===== src/rtl/dmem_arb_pkg.sv =====
// Shared types and defaults for the DataMemory arbiter.
// Consumed by dmem_arbiter and arb_sat_counter.
package dmem_arb_pkg;

  typedef enum logic [1:0] {
    FREE    = 2'd0,
    LOCK_M0 = 2'd1,
    LOCK_M1 = 2'd2
  } arb_state_t;

  typedef enum logic [1:0] {
    M0   = 2'd0,
    M1   = 2'd1,
    NONE = 2'd2
  } master_t;

  localparam int unsigned STARVE_MAX_DEF = 8;
  localparam int unsigned LOCK_MAX_DEF   = 16;

  // Bits needed to hold the values 0..max inclusive (max >= 1).
  function automatic int unsigned cnt_width(input int unsigned max);
    return $clog2(max + 1);
  endfunction

endpackage


===== src/rtl/arb_sat_counter.sv =====
// Saturating up-counter with clear; clear and increment together load 1.
// Used by dmem_arbiter for the burst-lock and starvation counts.
module arb_sat_counter
  import dmem_arb_pkg::*;
#(
  parameter  int unsigned MAX = 8,
  localparam int unsigned W   = cnt_width(MAX)
) (
  input  logic         clk_i,
  input  logic         reset_ni,
  input  logic         inc_i,
  input  logic         clr_i,
  output logic [W-1:0] cnt_o,
  output logic         at_max_o
);

  localparam logic [W-1:0] MaxVal = W'(MAX);

  logic [W-1:0] cnt_q, cnt_d;

  always_comb begin
    cnt_d = cnt_q;
    if (clr_i) begin
      cnt_d = inc_i ? W'(1) : '0;
    end else if (inc_i && (cnt_q != MaxVal)) begin
      cnt_d = cnt_q + W'(1);
    end
  end

  always_ff @(posedge clk_i or negedge reset_ni) begin
    if (!reset_ni) begin
      cnt_q <= '0;
    end else begin
      cnt_q <= cnt_d;
    end
  end

  assign cnt_o    = cnt_q;
  assign at_max_o = (cnt_q == MaxVal);

endmodule


===== src/rtl/dmem_arbiter.sv =====
// Two-master arbiter for the single-port DataMemory (M0 = CPU, M1 = loader/debug DMA).
// Optional build macro DMEM_ARB_RR_EN selects round-robin instead of fixed M0 > M1 priority.
//
//   state   | meaning
//   FREE    | no burst owner; winner chosen by priority / starvation guard
//   LOCK_M0 | M0 holds a burst lock; M1 denied
//   LOCK_M1 | M1 holds a burst lock; M0 denied
module dmem_arbiter
  import dmem_arb_pkg::*;
#(
  parameter int unsigned AW         = 32,
  parameter int unsigned DW         = 32,
  parameter int unsigned STARVE_MAX = STARVE_MAX_DEF,
  parameter int unsigned LOCK_MAX   = LOCK_MAX_DEF
) (
  input  logic          clk_i,
  input  logic          reset_ni,
  input  logic          m0_req_i,
  input  logic          m0_we_i,
  input  logic          m0_lock_i,
  input  logic [AW-1:0] m0_addr_i,
  input  logic [DW-1:0] m0_wdata_i,
  output logic          m0_gnt_o,
  output logic          m0_rvalid_o,
  output logic [DW-1:0] m0_rdata_o,
  input  logic          m1_req_i,
  input  logic          m1_we_i,
  input  logic          m1_lock_i,
  input  logic [AW-1:0] m1_addr_i,
  input  logic [DW-1:0] m1_wdata_i,
  output logic          m1_gnt_o,
  output logic          m1_rvalid_o,
  output logic [DW-1:0] m1_rdata_o,
  output logic          mem_we_o,
  output logic [AW-1:0] mem_addr_o,
  output logic [DW-1:0] mem_wd_o,
  input  logic [DW-1:0] mem_rd_i
);

  localparam int unsigned LW = cnt_width(LOCK_MAX);
  localparam int unsigned SW = cnt_width(STARVE_MAX);
  localparam logic [LW-1:0] LockLast = LW'(LOCK_MAX - 1);

  arb_state_t state_q, state_d;
  master_t    win, rr_pick;

  logic          lock_inc, lock_clr, lock_at_max, lock_last;
  logic [LW-1:0] lock_cnt;
  logic          starve_inc, starve_clr, starve_at_max;
  logic [SW-1:0] starve_cnt_unused;

  logic          m0_rvalid_q, m1_rvalid_q;
  logic [DW-1:0] m0_rdata_q, m1_rdata_q;

  // The granted cycle that brings the count to LOCK_MAX is the last of the burst.
  assign lock_last = (lock_cnt == LockLast) || lock_at_max;

`ifdef DMEM_ARB_RR_EN
  master_t last_q;

  always_ff @(posedge clk_i or negedge reset_ni) begin
    if (!reset_ni) begin
      last_q <= M1;
    end else if (m0_gnt_o) begin
      last_q <= M0;
    end else if (m1_gnt_o) begin
      last_q <= M1;
    end
  end

  assign rr_pick = (last_q == M0) ? M1 : M0;
`else
  assign rr_pick = M0;
`endif

  always_comb begin
    state_d  = state_q;
    win      = NONE;
    lock_inc = 1'b0;
    lock_clr = 1'b0;
    unique case (state_q)
      FREE: begin
        lock_clr = 1'b1;
        if (m1_req_i && starve_at_max)   win = M1;
        else if (m0_req_i && m1_req_i)   win = rr_pick;
        else if (m0_req_i)               win = M0;
        else if (m1_req_i)               win = M1;
        if ((win == M0) && m0_lock_i) begin
          state_d  = LOCK_M0;
          lock_inc = 1'b1;
        end else if ((win == M1) && m1_lock_i) begin
          state_d  = LOCK_M1;
          lock_inc = 1'b1;
        end
      end
      LOCK_M0: begin
        if (!m0_req_i) begin
          state_d = FREE;
        end else begin
          win      = M0;
          lock_inc = 1'b1;
          if (!m0_lock_i || lock_last) state_d = FREE;
        end
      end
      LOCK_M1: begin
        if (!m1_req_i) begin
          state_d = FREE;
        end else begin
          win      = M1;
          lock_inc = 1'b1;
          if (!m1_lock_i || lock_last) state_d = FREE;
        end
      end
      default: state_d = FREE;
    endcase
  end

  always_ff @(posedge clk_i or negedge reset_ni) begin
    if (!reset_ni) begin
      state_q <= FREE;
    end else begin
      state_q <= state_d;
    end
  end

  // Grants are suppressed combinationally while reset is held.
  assign m0_gnt_o = reset_ni && (win == M0);
  assign m1_gnt_o = reset_ni && (win == M1);

  assign mem_we_o   = (m0_gnt_o && m0_we_i) || (m1_gnt_o && m1_we_i);
  assign mem_addr_o = m1_gnt_o ? m1_addr_i  : m0_addr_i;
  assign mem_wd_o   = m1_gnt_o ? m1_wdata_i : m0_wdata_i;

  assign starve_inc = m1_req_i && !m1_gnt_o;
  assign starve_clr = !m1_req_i || m1_gnt_o;

  arb_sat_counter #(.MAX(LOCK_MAX)) u_lock_cnt (
    .clk_i    (clk_i),
    .reset_ni (reset_ni),
    .inc_i    (lock_inc),
    .clr_i    (lock_clr),
    .cnt_o    (lock_cnt),
    .at_max_o (lock_at_max)
  );

  arb_sat_counter #(.MAX(STARVE_MAX)) u_starve_cnt (
    .clk_i    (clk_i),
    .reset_ni (reset_ni),
    .inc_i    (starve_inc),
    .clr_i    (starve_clr),
    .cnt_o    (starve_cnt_unused),
    .at_max_o (starve_at_max)
  );

  always_ff @(posedge clk_i or negedge reset_ni) begin
    if (!reset_ni) begin
      m0_rvalid_q <= 1'b0;
      m1_rvalid_q <= 1'b0;
      m0_rdata_q  <= '0;
      m1_rdata_q  <= '0;
    end else begin
      m0_rvalid_q <= m0_gnt_o && !m0_we_i;
      m1_rvalid_q <= m1_gnt_o && !m1_we_i;
      if (m0_gnt_o && !m0_we_i) m0_rdata_q <= mem_rd_i;
      if (m1_gnt_o && !m1_we_i) m1_rdata_q <= mem_rd_i;
    end
  end

  assign m0_rvalid_o = m0_rvalid_q;
  assign m1_rvalid_o = m1_rvalid_q;
  assign m0_rdata_o  = m0_rdata_q;
  assign m1_rdata_o  = m1_rdata_q;

endmodule

===== config.mk =====
export PLATFORM = sky130hd
export DESIGN_NAME = dmem_arbiter
export DESIGN_NICKNAME = d
export VERILOG_FILES = /design/src/rtl/dmem_arb_pkg.sv /design/src/rtl/arb_sat_counter.sv /design/src/rtl/dmem_arbiter.sv
export SDC_FILE = /design/constraint.sdc
export NUM_CORES = 1
export LEC_CHECK = 0
export BUFFER_PORTS_ARGS = -buffer_cell sky130_fd_sc_hd__buf_2
export CAP_MARGIN = 20
export CELL_PAD_IN_SITES_DETAIL_PLACEMENT = 0
export CELL_PAD_IN_SITES_GLOBAL_PLACEMENT = 2
export CORE_AREA = 2 2 136 138
export DETAILED_ROUTE_END_ITERATION = 10
export DIE_AREA = 0 0 138 140
export PLACE_DENSITY = 0.78
export SYNTH_ARGS = -nofsm -noshare
export SYNTH_HDL_FRONTEND = slang
export SYNTH_SLANG_ARGS = --single-unit

===== constraint.sdc =====
create_clock -name clk_i -period 3 [get_ports clk_i]
set_clock_uncertainty 0.05 [all_clocks]
set_input_delay 0.3 -clock clk_i [delete_from_list [all_inputs] [get_ports clk_i]]
set_output_delay 0.3 -clock clk_i [all_outputs]
set_load 0.005 [all_outputs]

==> results.md, run 1 <==
* TritonCTS clock tree: done
* Hold buffer count at cts at 0
* Final hold slack at around 0.15 ns
* Critical Path Fanout Max at 37
* Top-area cell type share of the netlist area at 47.6%
* Initial Utilization at 22.8%
* Grt ovf at 0
* Cell type with the highest aggregate area in the netlist: dfrtp_1
* Highest ir drop seen on vdd at 0.347 mV
* Area grow syn2layout at 50.6%
* Initial antenna violation count at 0
* Maximum clock insertion buffer count at 2
* Share of cells above drive strength 1 at 71.5%
* Count of endpoints failing setup in the final report at 0
* Area after DPL at 0.00579 mm2
* Register area at 0.00193 mm2
* First-pass GRT wire length at about 20000 um
* Fraction of met2 tracks used by global routing at between 20% and 30%
* Post-cts resize count at 0
* Residual antenna-violating net count after detailed routing at 0
* TritonCTS sink count at 77
* Worst Path Required at 2.65 ns
* Category of cells accounting for the largest share of critical-path delay: buffers and inverters
* Average size of a mapped cell at 14.0 um2
* Final period demand of the worst path at about 2.8 ns
* Count of input and output buffers at 300
* Global-route total usage across every layer at 12.8%
* Worst min path class: in2reg
* Post-CTS repair timing setup buffer count at 0
* Maximum cell stage delay along the critical path at 0.44 ns
* Crit start category: flop
* N_diodes at 0
* Clk Latency, worst-skew pair at 0.33 ns
* Busiest grt layer: met2
* Max-slew headroom at the worst pin at 34.4%
* Gate count of the mapped netlist at 290
* Number of hold violations in the final report at 0
* Buffer and inverter count on the worst path at 3
* Die outline area at just under 0.02 mm2
* Power Total at 3660 uW
* Post-route setup slack at about 0.18 ns
* Number of CTS-inserted buffers at 9
* Top-Level Pins at 301
* Number of register bits inferred by synthesis at 77
* Via-per-instance ratio at 4.23
* Number of optimization iterations in the first detailed-route pass at 4
* Total Neg Setup Slack at 0 ns
* Power per Cell Area at between 600 and 700 mW/mm2
* Outcome: complete, no violations
* Synthesized area at 0.00405 mm2
* Final Cycle Share at 94.0%
* HPWL after DPL at 10500 um
* Net count of the finished layout at 765
* DRC viols at 0
* GPL Wtd Cong at between 0.8 and 0.9
* Top area cells in the synthesized netlist: dfrtp_1 (48%), mux2_2 (23%), mux2_1 (8.1%)
* Clock root buffer: clkbuf_16
* Peak clock frequency supported by timing at 355 MHz
* Final Slew Violations at 0
* Via count of the first global-routing pass at approximately 3.7k
* Met1 demand-to-capacity share in global routing at 14.5%
* Horizontal die dimension at 138 um
* Maximum number of pins on one net before global-route repair at 78
* CP Capture Type: output pin
* Library cells used by synthesis at 42
* Maxcap violations at 0
* Cell with the largest stage delay on the worst path: buf_4
* Met3 GRT Util at 3.35%
* Post-Syn Nets at 463
* Worst Tran Pin Value at 0.984 ns
* CTS clk-pin slew, worst paths at 0.06 ns
* Share of synthesized area occupied by flip-flops and latches at 47.6%
* Worst Path Arrival at 2.47 ns
* H-tree levels at 3
* Floorplan Core Area at 0.0178 mm2
* Area of the multi-input gates at 0.00198 mm2
* Die Y-Extent at 140 um
* Most common library cell in the layout ignoring fill and taps: buf_2
* FP Rows at 49
* Iter 0 DRT Violations at 100
* Static leakage at 0.00309 uW
* Worst-path cell chain: inv_1, ha_1, nand3b_4, a211oi_4, buf_4, mux2_2, buf_2
* Synthesis Warnings at 0
* Cell area after layout at 0.00609 mm2
* Path type of the worst setup path: reg2out
* Wire per inst at 15.7 um
* Commonest cells after routing, fill and taps aside: buf_2 (299), mux2_2 (81), dfrtp_1 (77), mux2_1 (29), mux2_4 (18)
* Routed vias at 3492
* DRT Wirelength at 12900 um
* Number of fillers in the final layout at between 1.5k and 2k
* Unrepaired setup endpoints after global routing: no
* Worst slack after detailed placement at 0.517 ns
[report_power, final]
group | switching (uW) | leakage, uW | internal, uW
logic | 442 | 0.00200 | 626
registers | 144 | 0.000937 | 1320
clock network | 406 | 0.000150 | 724
total | 991 | 0.00309 | 2670
[flip-flops by register name, indices dropped and copies added, names as in the netlist]
register and count:
m0_rdata_o 32, m0_rvalid_o 1, m1_rdata_o 32, m1_rvalid_o 1, state_q 2, u_lock_cnt.cnt_o 5
u_starve_cnt.cnt_o 4
[metrics by stage]
step | cells | utilization, %
after floorplan | 290 | -
after global placement | 810 | 32.6
after detailed placement | 810 | 32.6
after CTS | 825 | 34.3
after global routing | 825 | 34.3
final | 825 | 34.3
[layer usage]
metal	vias to the layer above	share of wire (%)
li1	1647	-
met3	13	6.8
met1	1658	39
met4	0	1.4
met2	174	53
met5	-	0
[layout make-up]
| type | count | share of cell area [%] |
|---|---|---|
| clock buffers | 11 | 3.82 |
| clock inverters | 4 | 1.21 |
| inverters | 8 | 0.493 |
| multi-input cells | 189 | 32.4 |
| flip-flops and latches | 77 | 31.6 |
| well taps | 229 | 4.70 |
| repair buffers | 307 | 25.7 |
[synthesized netlist by cell type, drive strengths merged]
master and n:
a2111o 1, a211o 1, a211oi 1, a21o 1, a21oi 6, a22o 1, a22oi 1, a31o 1
a31oi 1, a32o 1, and2 1, and3 1, buf 15, clkbuf 1, dfrtp 77, ha 5
inv 8, mux2 128, mux2i 1, nand2 7, nand2b 4, nand3 3, nand3b 4, nand4 1
nand4b 1, nor2 4, nor2b 3, nor3 1, nor4bb 1, o211a 1, o21ba 1, o31ai 1
or2 1, or3 1, xnor2 3, xor2 1
[path summary, 6_finish.rpt]
path	startpoint	endpoint	slack [ns]	cells after the start
setup reg to reg	u_starve_cnt.cnt_o[0]$_DFFE_PN0P_	m1_rdata_o[0]$_DFFE_PN0P_	0.57	8
hold reg to reg	m1_rdata_o[26]$_DFFE_PN0P_	m1_rdata_o[26]$_DFFE_PN0P_	0.43	1
min in group asynchronous	reset_ni	m0_rdata_o[31]$_DFFE_PN0P_	0.21	2
max in group asynchronous	reset_ni	m0_rdata_o[26]$_DFFE_PN0P_	2.03	2
hold / removal	mem_rd_i[11]	m1_rdata_o[11]$_DFFE_PN0P_	0.15	2
setup / recovery	u_starve_cnt.cnt_o[0]$_DFFE_PN0P_	mem_wd_o[22]	0.18	7
[cells by family after synthesis]
kind of cell               Yosys count  synth area share (%)
AOI/OAI and AO/OA                   18                  3.43
adders and majority gates            5                  1.55
DFF                                 77                  47.6
xor gates and xnor gates             4                 0.866
and+or+nand+nor                     33                  5.07
muxes                              129                  37.5
buffers and inverters               24                  3.96
Note: power is estimated with default switching activity, not from simulation.
==> inputs of run 2 (changes only) <==
--- a/config.mk
+++ b/config.mk
@@ -12,7 +12,7 @@
 export CORE_AREA = 2 2 136 138
 export DETAILED_ROUTE_END_ITERATION = 10
 export DIE_AREA = 0 0 138 140
-export PLACE_DENSITY = 0.78
+export PLACE_DENSITY_LB_ADDON = 0.1
 export SYNTH_ARGS = -nofsm -noshare
 export SYNTH_HDL_FRONTEND = slang
 export SYNTH_SLANG_ARGS = --single-unit
==> results.md, run 2 (same netlist as run 1, synthesis figures left out) <==
* Share of cells above drive strength 1 at 71.6% (was 71.5%)
* Area grow syn2layout at 52.0% (was 50.6%)
* Path type of the worst setup path: reg2out (unchanged)
* Crit start category: flop (unchanged)
* Maxcap violations at 0 (unchanged)
* Worst Path Arrival at 2.31 ns (was 2.47 ns)
* Worst Path Required at 2.65 ns (about the same)
* Static leakage at 0.00309 uW (about the same)
* Die outline area at 0.0193 mm2 (unchanged)
* Worst-path cell chain: inv_1, ha_1, nand3b_4, a211oi_4, buf_12, mux2_2, buf_2 (was inv_1, ha_1, nand3b_4, a211oi_4, buf_4, mux2_2, buf_2)
* Residual antenna-violating net count after detailed routing at 0 (unchanged)
* Die Y-Extent at 140 um (unchanged)
* DRC viols at 0 (unchanged)
* Net count of the finished layout at 764 (was 765)
* CP Capture Type: output pin (unchanged)
* FP Rows at 49 (unchanged)
* Number of fillers in the final layout at 1837 (was 1826)
* Wire per inst at 14.5 um (was 15.7 um)
* Maximum cell stage delay along the critical path at 0.41 ns (was 0.44 ns)
* Peak clock frequency supported by timing at 376 MHz (was 355 MHz)
* HPWL after DPL at 9450 um (was 10500 um)
* Final Slew Violations at 0 (unchanged)
* Maximum number of pins on one net before global-route repair at 75 (was 78)
* Share of total power in the clock network at 32.0% (was 30.9%)
* Routed vias at 3431 (was 3492)
* Floorplan Core Area at 0.0178 mm2 (unchanged)
* Grt ovf at 0 (unchanged)
* Total Neg Setup Slack at 0 ns (unchanged)
* Maximum clock insertion buffer count at 2 (unchanged)
* Logic pwr share at 28.5% (was 29.2%)
* Max-slew headroom at the worst pin at 35.4% (was 34.4%)
* Post-CTS repair timing setup buffer count at 0 (unchanged)
* Depth of the most critical reg-to-reg path at 8 (unchanged)
* Hold Crit Endpoint: m1_rdata_o[25]$_DFFE_PN0P_ (was m1_rdata_o[11]$_DFFE_PN0P_)
* Total placed cells including tap cells at 808 (was 810)
* H-tree levels at 3 (unchanged)
* N_diodes at 0 (unchanged)
* Worst Tran Pin Value at 0.969 ns (was 0.984 ns)
* Critical Path Fanout Max at 36 (was 37)
* TritonCTS clock tree: done (unchanged)
* Sequential fraction of design power at 39.4% (was 40.0%)
* Via-per-instance ratio at 4.16 (was 4.23)
* Initial Utilization at 22.8% (unchanged)
* Buffer and inverter count on the worst path at 3 (unchanged)
* Reg-to-reg critical path endpoint: m1_rdata_o[21]$_DFFE_PN0P_ (was m1_rdata_o[0]$_DFFE_PN0P_)
* Initial antenna violation count at 0 (unchanged)
* Outcome: complete, no violations (unchanged)
* Unrepaired setup endpoints after global routing: no (unchanged)
* Worst Hold Path Cells at 2 (unchanged)
* TritonCTS sink count at 77 (unchanged)
* Switch share at 26.9% (was 27.1%)
* Global-route total usage across every layer at 12.5% (was 12.8%)
* DRT Wirelength at 12000 um (was 12900 um)
* Worst min path class: in2reg (unchanged)
* Critical register-to-register path startpoint: u_starve_cnt.cnt_o[0]$_DFFE_PN0P_ (unchanged)
* Number of CTS-inserted buffers at 9 (unchanged)
* Most common library cell in the layout ignoring fill and taps: buf_2 (unchanged)
* Origin of the worst min-delay path: mem_rd_i[25] (was mem_rd_i[11])
* Final period demand of the worst path at 2.66 ns (was 2.82 ns)
* Top-Level Pins at 301 (unchanged)
* NetSw at 997 uW (was 991 uW)
* Horizontal die dimension at 138 um (unchanged)
* Via count of the first global-routing pass at 3801 (was 3695)
* First-pass GRT wire length at 19200 um (was 19900 um)
* Number of optimization iterations in the first detailed-route pass at 6 (was 4)
* Highest ir drop seen on vdd at 0.347 mV (about the same)
* Count of input and output buffers at 300 (unchanged)
* Commonest cells after routing, fill and taps aside: buf_2 (299), mux2_2 (81), dfrtp_1 (77), mux2_1 (29), mux2_4 (18) (unchanged)
* Register-to-register setup slack at 0.60 ns (was 0.57 ns)
* Final standard cell count with taps included and fillers excluded at 825 (unchanged)
* Cell-internal power at 2710 uW (was 2670 uW)
* Final Cycle Share at 88.6% (was 94.0%)
* Category of cells accounting for the largest share of critical-path delay: buffers and inverters (unchanged)
* CTS clk-pin slew, worst paths at 0.06 ns (about the same)
* Count of endpoints failing setup in the final report at 0 (unchanged)
* Clock root buffer: clkbuf_16 (unchanged)
* GPL Wtd Cong at 0.724 (was 0.848)
* Cell with the largest stage delay on the worst path: dfrtp_1 (was buf_4)
* Power per Cell Area at 602 mW/mm2 (was 601 mW/mm2)
* Number of hold violations in the final report at 0 (unchanged)
* Iter 0 DRT Violations at 86 (was 100)
* Clk Latency, worst-skew pair at 0.33 ns (about the same)
## run 2: power by group through the flow
| stage | clock network (uW) | logic [uW] | registers (uW) |
|---|---|---|---|
| global placement | 0 | 1070 | 1480 |
| CTS | 1250 | 1090 | 1460 |
| global route | 1290 | 1160 | 1500 |
| floorplan | 0 | 477 | 1500 |
| detailed placement | 0 | 1080 | 1480 |
| finish | 1190 | 1060 | 1460 |
## run 2: timing repair
action	CTS	global route
hold endpoints to repair	3	0
hold buffers	1	0
gates resized for setup	0	0
## run 2: how the worst max path moves through the flow
stage,startpoint,to,slack (ns),depth (start not counted)
final,u_starve_cnt.cnt_o[0]$_DFFE_PN0P_,mem_addr_o[1],0.34,7
after global routing,u_starve_cnt.cnt_o[0]$_DFFE_PN0P_,mem_addr_o[1],0.20,7
after CTS,u_starve_cnt.cnt_o[0]$_DFFE_PN0P_,mem_addr_o[1],0.30,7
after detailed placement,u_starve_cnt.cnt_o[0]$_DFFE_PN0P_,m1_rdata_o[21]$_DFFE_PN0P_,0.55,8
after global placement,u_starve_cnt.cnt_o[0]$_DFFE_PN0P_,m1_rdata_o[2]$_DFFE_PN0P_,0.61,8
after floorplan,u_starve_cnt.cnt_o[0]$_DFFE_PN0P_,mem_addr_o[24],0.84,7
## run 2: final cells by class
type / instances / area [um2] / area share (%)
Clock buffer: 10 / 239 / 3.88
Timing Repair Buffer: 306 / 1600 / 26.0
Inverter: 8 / 30.0 / 0.488
Clock inverter: 6 / 92.6 / 1.50
Multi-Input combinational cell: 189 / 1980 / 32.1
Sequential cell: 77 / 1930 / 31.3
Tap cell: 229 / 287 / 4.66
## run 2: metrics by stage
stage	total power (uW)	cell area [um2]	hold WS (ns)	utilization, %	worst slack, ns
4_1_cts	3800	6150	0.125	34.6	0.296
3_3_place_gp	2550	5810	0.0654	32.7	0.606
2_1_floorplan	1980	4050	-0.0456	-	0.839
6_report	3700	6150	0.144	34.6	0.341
3_5_place_dp	2560	5810	0.0628	32.7	0.551
5_1_grt	3960	6150	0.132	34.6	0.197
## run 2: per-layer routing
| metal | routed length (um) | vias to the layer above | track usage, % |
|---|---|---|---|
| met5 | 0 | - | 0 |
| met4 | 158 | 0 | 3.33 |
| met3 | 824 | 11 | 4.38 |
| met2 | 6240 | 161 | 22.5 |
| met1 | 4760 | 1615 | 14.0 |
| li1 | - | 1644 | - |
==> inputs of run 3 (changes only) <==
--- a/config.mk
+++ b/config.mk
@@ -5,13 +5,16 @@
 export SDC_FILE = /design/constraint.sdc
 export NUM_CORES = 1
 export LEC_CHECK = 0
+export ABC_AREA = 1
 export BUFFER_PORTS_ARGS = -buffer_cell sky130_fd_sc_hd__buf_2
 export CAP_MARGIN = 20
 export CELL_PAD_IN_SITES_DETAIL_PLACEMENT = 0
 export CELL_PAD_IN_SITES_GLOBAL_PLACEMENT = 2
-export CORE_AREA = 2 2 136 138
+export CORE_AREA = 2 2 144 146
+export CTS_CLUSTER_DIAMETER = 120
 export DETAILED_ROUTE_END_ITERATION = 10
-export DIE_AREA = 0 0 138 140
+export DIE_AREA = 0 0 146 148
+export GPL_ROUTABILITY_DRIVEN = 0
 export PLACE_DENSITY_LB_ADDON = 0.1
 export SYNTH_ARGS = -nofsm -noshare
 export SYNTH_HDL_FRONTEND = slang
==> results.md, run 3 <==
* Number of register bits inferred by synthesis at 77 (unchanged)
* Highest ir drop seen on vdd at 0.310 mV (was 0.347 mV)
* Crit start category: flop (unchanged)
* Maximum number of pins on one net before global-route repair at 78 (was 75)
* Global-route total usage across every layer at 15.4% (was 12.5%)
* Path type of the worst setup path: reg2out (unchanged)
* Die outline area at 0.0216 mm2 (was 0.0193 mm2)
* Floorplan Core Area at 0.0200 mm2 (was 0.0178 mm2)
* Ys flop type: dfrtp_1 (unchanged)
* Worst Tran Pin Value at 0.679 ns (was 0.969 ns)
* Critical Path Fanout Max at 67 (was 36)
* Iter 0 DRT Violations at 184 (was 86)
* Worst Path Required at 2.65 ns (about the same)
* Routed vias at 4515 (was 3431)
* Count of endpoints failing setup in the final report at 0 (unchanged)
* Most common library cell in the layout ignoring fill and taps: buf_2 (unchanged)
* Cell type with the highest aggregate area in the netlist: dfrtp_1 (unchanged)
* Top-area cell type share of the netlist area at 46.8% (was 47.6%)
* Buffer and inverter count on the worst path at 3 (unchanged)
* CP Capture Type: output pin (unchanged)
* N_diodes at 0 (unchanged)
* DRC viols at 0 (unchanged)
* Via-per-instance ratio at 4.02 (was 4.16)
* Clock root buffer: clkbuf_16 (unchanged)
* Number of optimization iterations in the first detailed-route pass at 4 (was 6)
* TritonCTS sink count at 77 (unchanged)
* Power per Cell Area at 768 mW/mm2 (was 602 mW/mm2)
* Maxcap violations at 0 (unchanged)
* Number of CTS-inserted buffers at 9 (unchanged)
* Top area cells in the synthesized netlist: dfrtp_1 (47%), nand2_1 (26%), inv_1 (4.5%) (was dfrtp_1 (48%), mux2_2 (23%), mux2_1 (8.1%))
* Share of synthesized area occupied by flip-flops and latches at 46.8% (was 47.6%)
* Initial Utilization at 20.6% (was 22.8%)
* Horizontal die dimension at 146 um (was 138 um)
* Wire per inst at 15.4 um (was 14.5 um)
* Busiest grt layer: met2 (unchanged)
* Max-slew headroom at the worst pin at 54.7% (was 35.4%)
* Post-synth ARST share at 100% (unchanged)
* DRT Wirelength at 17200 um (was 12000 um)
* Register area at 0.00193 mm2 (unchanged)
* Maximum clock insertion buffer count at 2 (unchanged)
* Cell type with the highest occurrence count on the critical path: nand3_2
* Area grow syn2layout at 49.4% (was 52.0%)
* Clk Latency, worst-skew pair at 0.33 ns (about the same)
* Gate count of the mapped netlist at 555 (was 290)
* Average size of a mapped cell at 7.43 um2 (was 14.0 um2)
* Fraction of met2 tracks used by global routing at 28.7% (was 22.5%)
* Library cells used by synthesis at 27 (was 42)
* Share of cells above drive strength 1 at 41.7% (was 71.6%)
* Final Cycle Share at 91.6% (was 88.6%)
* Met1 demand-to-capacity share in global routing at 17.3% (was 14.0%)
* Worst Path Arrival at 2.40 ns (was 2.31 ns)
* Worst min path class: in2reg (unchanged)
* Static leakage at 0.00372 uW (was 0.00309 uW)
* Cell with the largest stage delay on the worst path: buf_4 (was dfrtp_1)
* Top-Level Pins at 301 (unchanged)
* Post-Syn Nets at 728 (was 463)
* TritonCTS clock tree: done (unchanged)
* Synthesis Warnings at 0 (unchanged)
* Grt ovf at 0 (unchanged)
* Synthesized area at 0.00412 mm2 (was 0.00405 mm2)
* Final Slew Violations at 0 (unchanged)
* Initial antenna violation count at 1 (was 0)
* Final hold slack at 0.160 ns (was 0.144 ns)
* Top cells by count, synth: nand2_1 (287), dfrtp_1 (77), inv_1 (49), o21ai_1 (35), o21ai_2 (20) (was mux2_2 (81), dfrtp_1 (77), mux2_1 (29), mux2_4 (18), inv_1 (8))
* Via count of the first global-routing pass at 4361 (was 3801)
* Total Neg Setup Slack at 0 ns (unchanged)
* Number of hold violations in the final report at 0 (unchanged)
* Most common cell in the netlist: nand2_1 (was mux2_2)
* Unrepaired setup endpoints after global routing: no (unchanged)
* Number of fillers in the final layout at 2237 (was 1837)
* CTS clk-pin slew, worst paths at 0.07 ns (was 0.06 ns)
* Number of enable flip-flop cells after synthesis at 0 (unchanged)
* Maximum cell stage delay along the critical path at 0.54 ns (was 0.41 ns)
* Die Y-Extent at 148 um (was 140 um)
* Worst-path cell chain: inv_1, ha_1, nand3_2, nand3_2, nand3_2, buf_4, nand2_1, nand2_1, buf_2 (was inv_1, ha_1, nand3b_4, a211oi_4, buf_12, mux2_2, buf_2)
* Area of the multi-input gates at 0.00178 mm2 (was 0.00198 mm2)
* HPWL after DPL at 13700 um (was 9450 um)
* H-tree levels at 3 (unchanged)
* FP Rows at 52 (was 49)
* Met3 GRT Util at 4.48% (was 4.38%)
* Net count of the finished layout at 1020 (was 764)
* First-pass GRT wire length at 25500 um (was 19200 um)
* Final period demand of the worst path at 2.75 ns (was 2.66 ns)
* Category of cells accounting for the largest share of critical-path delay: buffers and inverters (unchanged)
* Outcome: complete, no violations (unchanged)
* Residual antenna-violating net count after detailed routing at 0 (unchanged)
* Commonest cells after routing, fill and taps aside: buf_2 (299), nand2_1 (286), dfrtp_1 (77), inv_1 (49), o21ai_1 (35) (was buf_2 (299), mux2_2 (81), dfrtp_1 (77), mux2_1 (29), mux2_4 (18))
* Count of input and output buffers at 300 (unchanged)
* Peak clock frequency supported by timing at 364 MHz (was 376 MHz)
## run 3: cell count changes after synthesis, moves of 7 or more
cell	previous run	this run
nand2_1	7	287
mux2_2	81	0
inv_1	8	49
o21ai_1	0	35
mux2_1	29	0
o21ai_2	0	20
mux2_4	18	0
o21ai_0	0	15
nand3_1	3	10
## run 3: worst reg2reg max path, cell delays in order (launching register included)
cell     delay, ns
dfrtp_1       0.39
inv_1         0.10
ha_1          0.19
nand3_2       0.13
nand3_2       0.10
nand3_2       0.08
inv_2         0.30
buf_4         0.34
nand2_2       0.10
buf_12        0.22
nand2_1       0.14
o21ai_2       0.05
## run 3: cell type report
class / instances / area share, %
Clock inverter: 7 / 1.28
Multi-Input combinational cell: 396 / 28.9
Clock buffer: 9 / 3.66
Timing Repair Buffer: 309 / 26.1
Inverter: 54 / 3.29
Tap cell: 270 / 5.49
Sequential cell: 77 / 31.3
## run 3: layer usage
| metal | part of all wire, % | routed length, um |
|---|---|---|
| met5 | 0 | 0 |
| met4 | 0.96 | 166 |
| met3 | 7.8 | 1350 |
| met2 | 53 | 9060 |
| met1 | 39 | 6650 |
## run 3: logic make-up (layout without fill, tap and decap cells)
family / count (synthesis) / after routing / synth area share [%]
buf+inv: 82 / 379 / 10.2
xor+xnor: 3 / 3 / 0.638
simple gates: 315 / 315 / 30.2
compound gates: 73 / 73 / 10.7
fa+ha+maj: 5 / 5 / 1.52
flops: 77 / 77 / 46.8
## run 3: repair_timing
action | in CTS | in global routing
gates resized for setup | 0 | 0
hold buffers | 0 | 1
endpoints found under the hold margin | 0 | 7
buffers inserted | 0 | 0
## run 3: power breakdown
group | internal [uW] | total, uW | leakage, uW | switching, uW
Clock | 655 | 1120 | 0.000151 | 464
Combinational | 822 | 1870 | 0.00260 | 1050
Sequential | 1490 | 1740 | 0.000971 | 254
## run 3: per-stage QoR
step | cell area [um2] | worst slack (ns) | util (%) | cells | power, uW
after detailed placement | 5810 | 0.585 | 29.0 | 1104 | 3680
after global placement | 5810 | 0.583 | 29.0 | 1104 | 3650
final | 6160 | 0.251 | 30.7 | 1122 | 4730
after floorplan | 4120 | 1.22 | - | 555 | 2670
after CTS | 6120 | 0.204 | 30.5 | 1120 | 4830
after global routing | 6160 | 0.0473 | 30.7 | 1122 | 5120
## run 3: path summary, 6_finish.rpt
path / slack [ns] / cells after the start / from / endpoint
max: 0.25 / 9 / u_starve_cnt.cnt_o[0]$_DFFE_PN0P_ / mem_wd_o[3]
min: 0.16 / 3 / mem_rd_i[0] / m1_rdata_o[0]$_DFFE_PN0P_
max reg2reg: 0.68 / 11 / u_starve_cnt.cnt_o[0]$_DFFE_PN0P_ / m1_rdata_o[20]$_DFFE_PN0P_
min reg2reg: 0.43 / 2 / m1_rdata_o[18]$_DFFE_PN0P_ / m1_rdata_o[18]$_DFFE_PN0P_
max in group asynchronous: 1.87 / 4 / reset_ni / m0_rdata_o[1]$_DFFE_PN0P_
min in group asynchronous: 0.47 / 3 / reset_ni / u_starve_cnt.cnt_o[3]$_DFFE_PN0P_
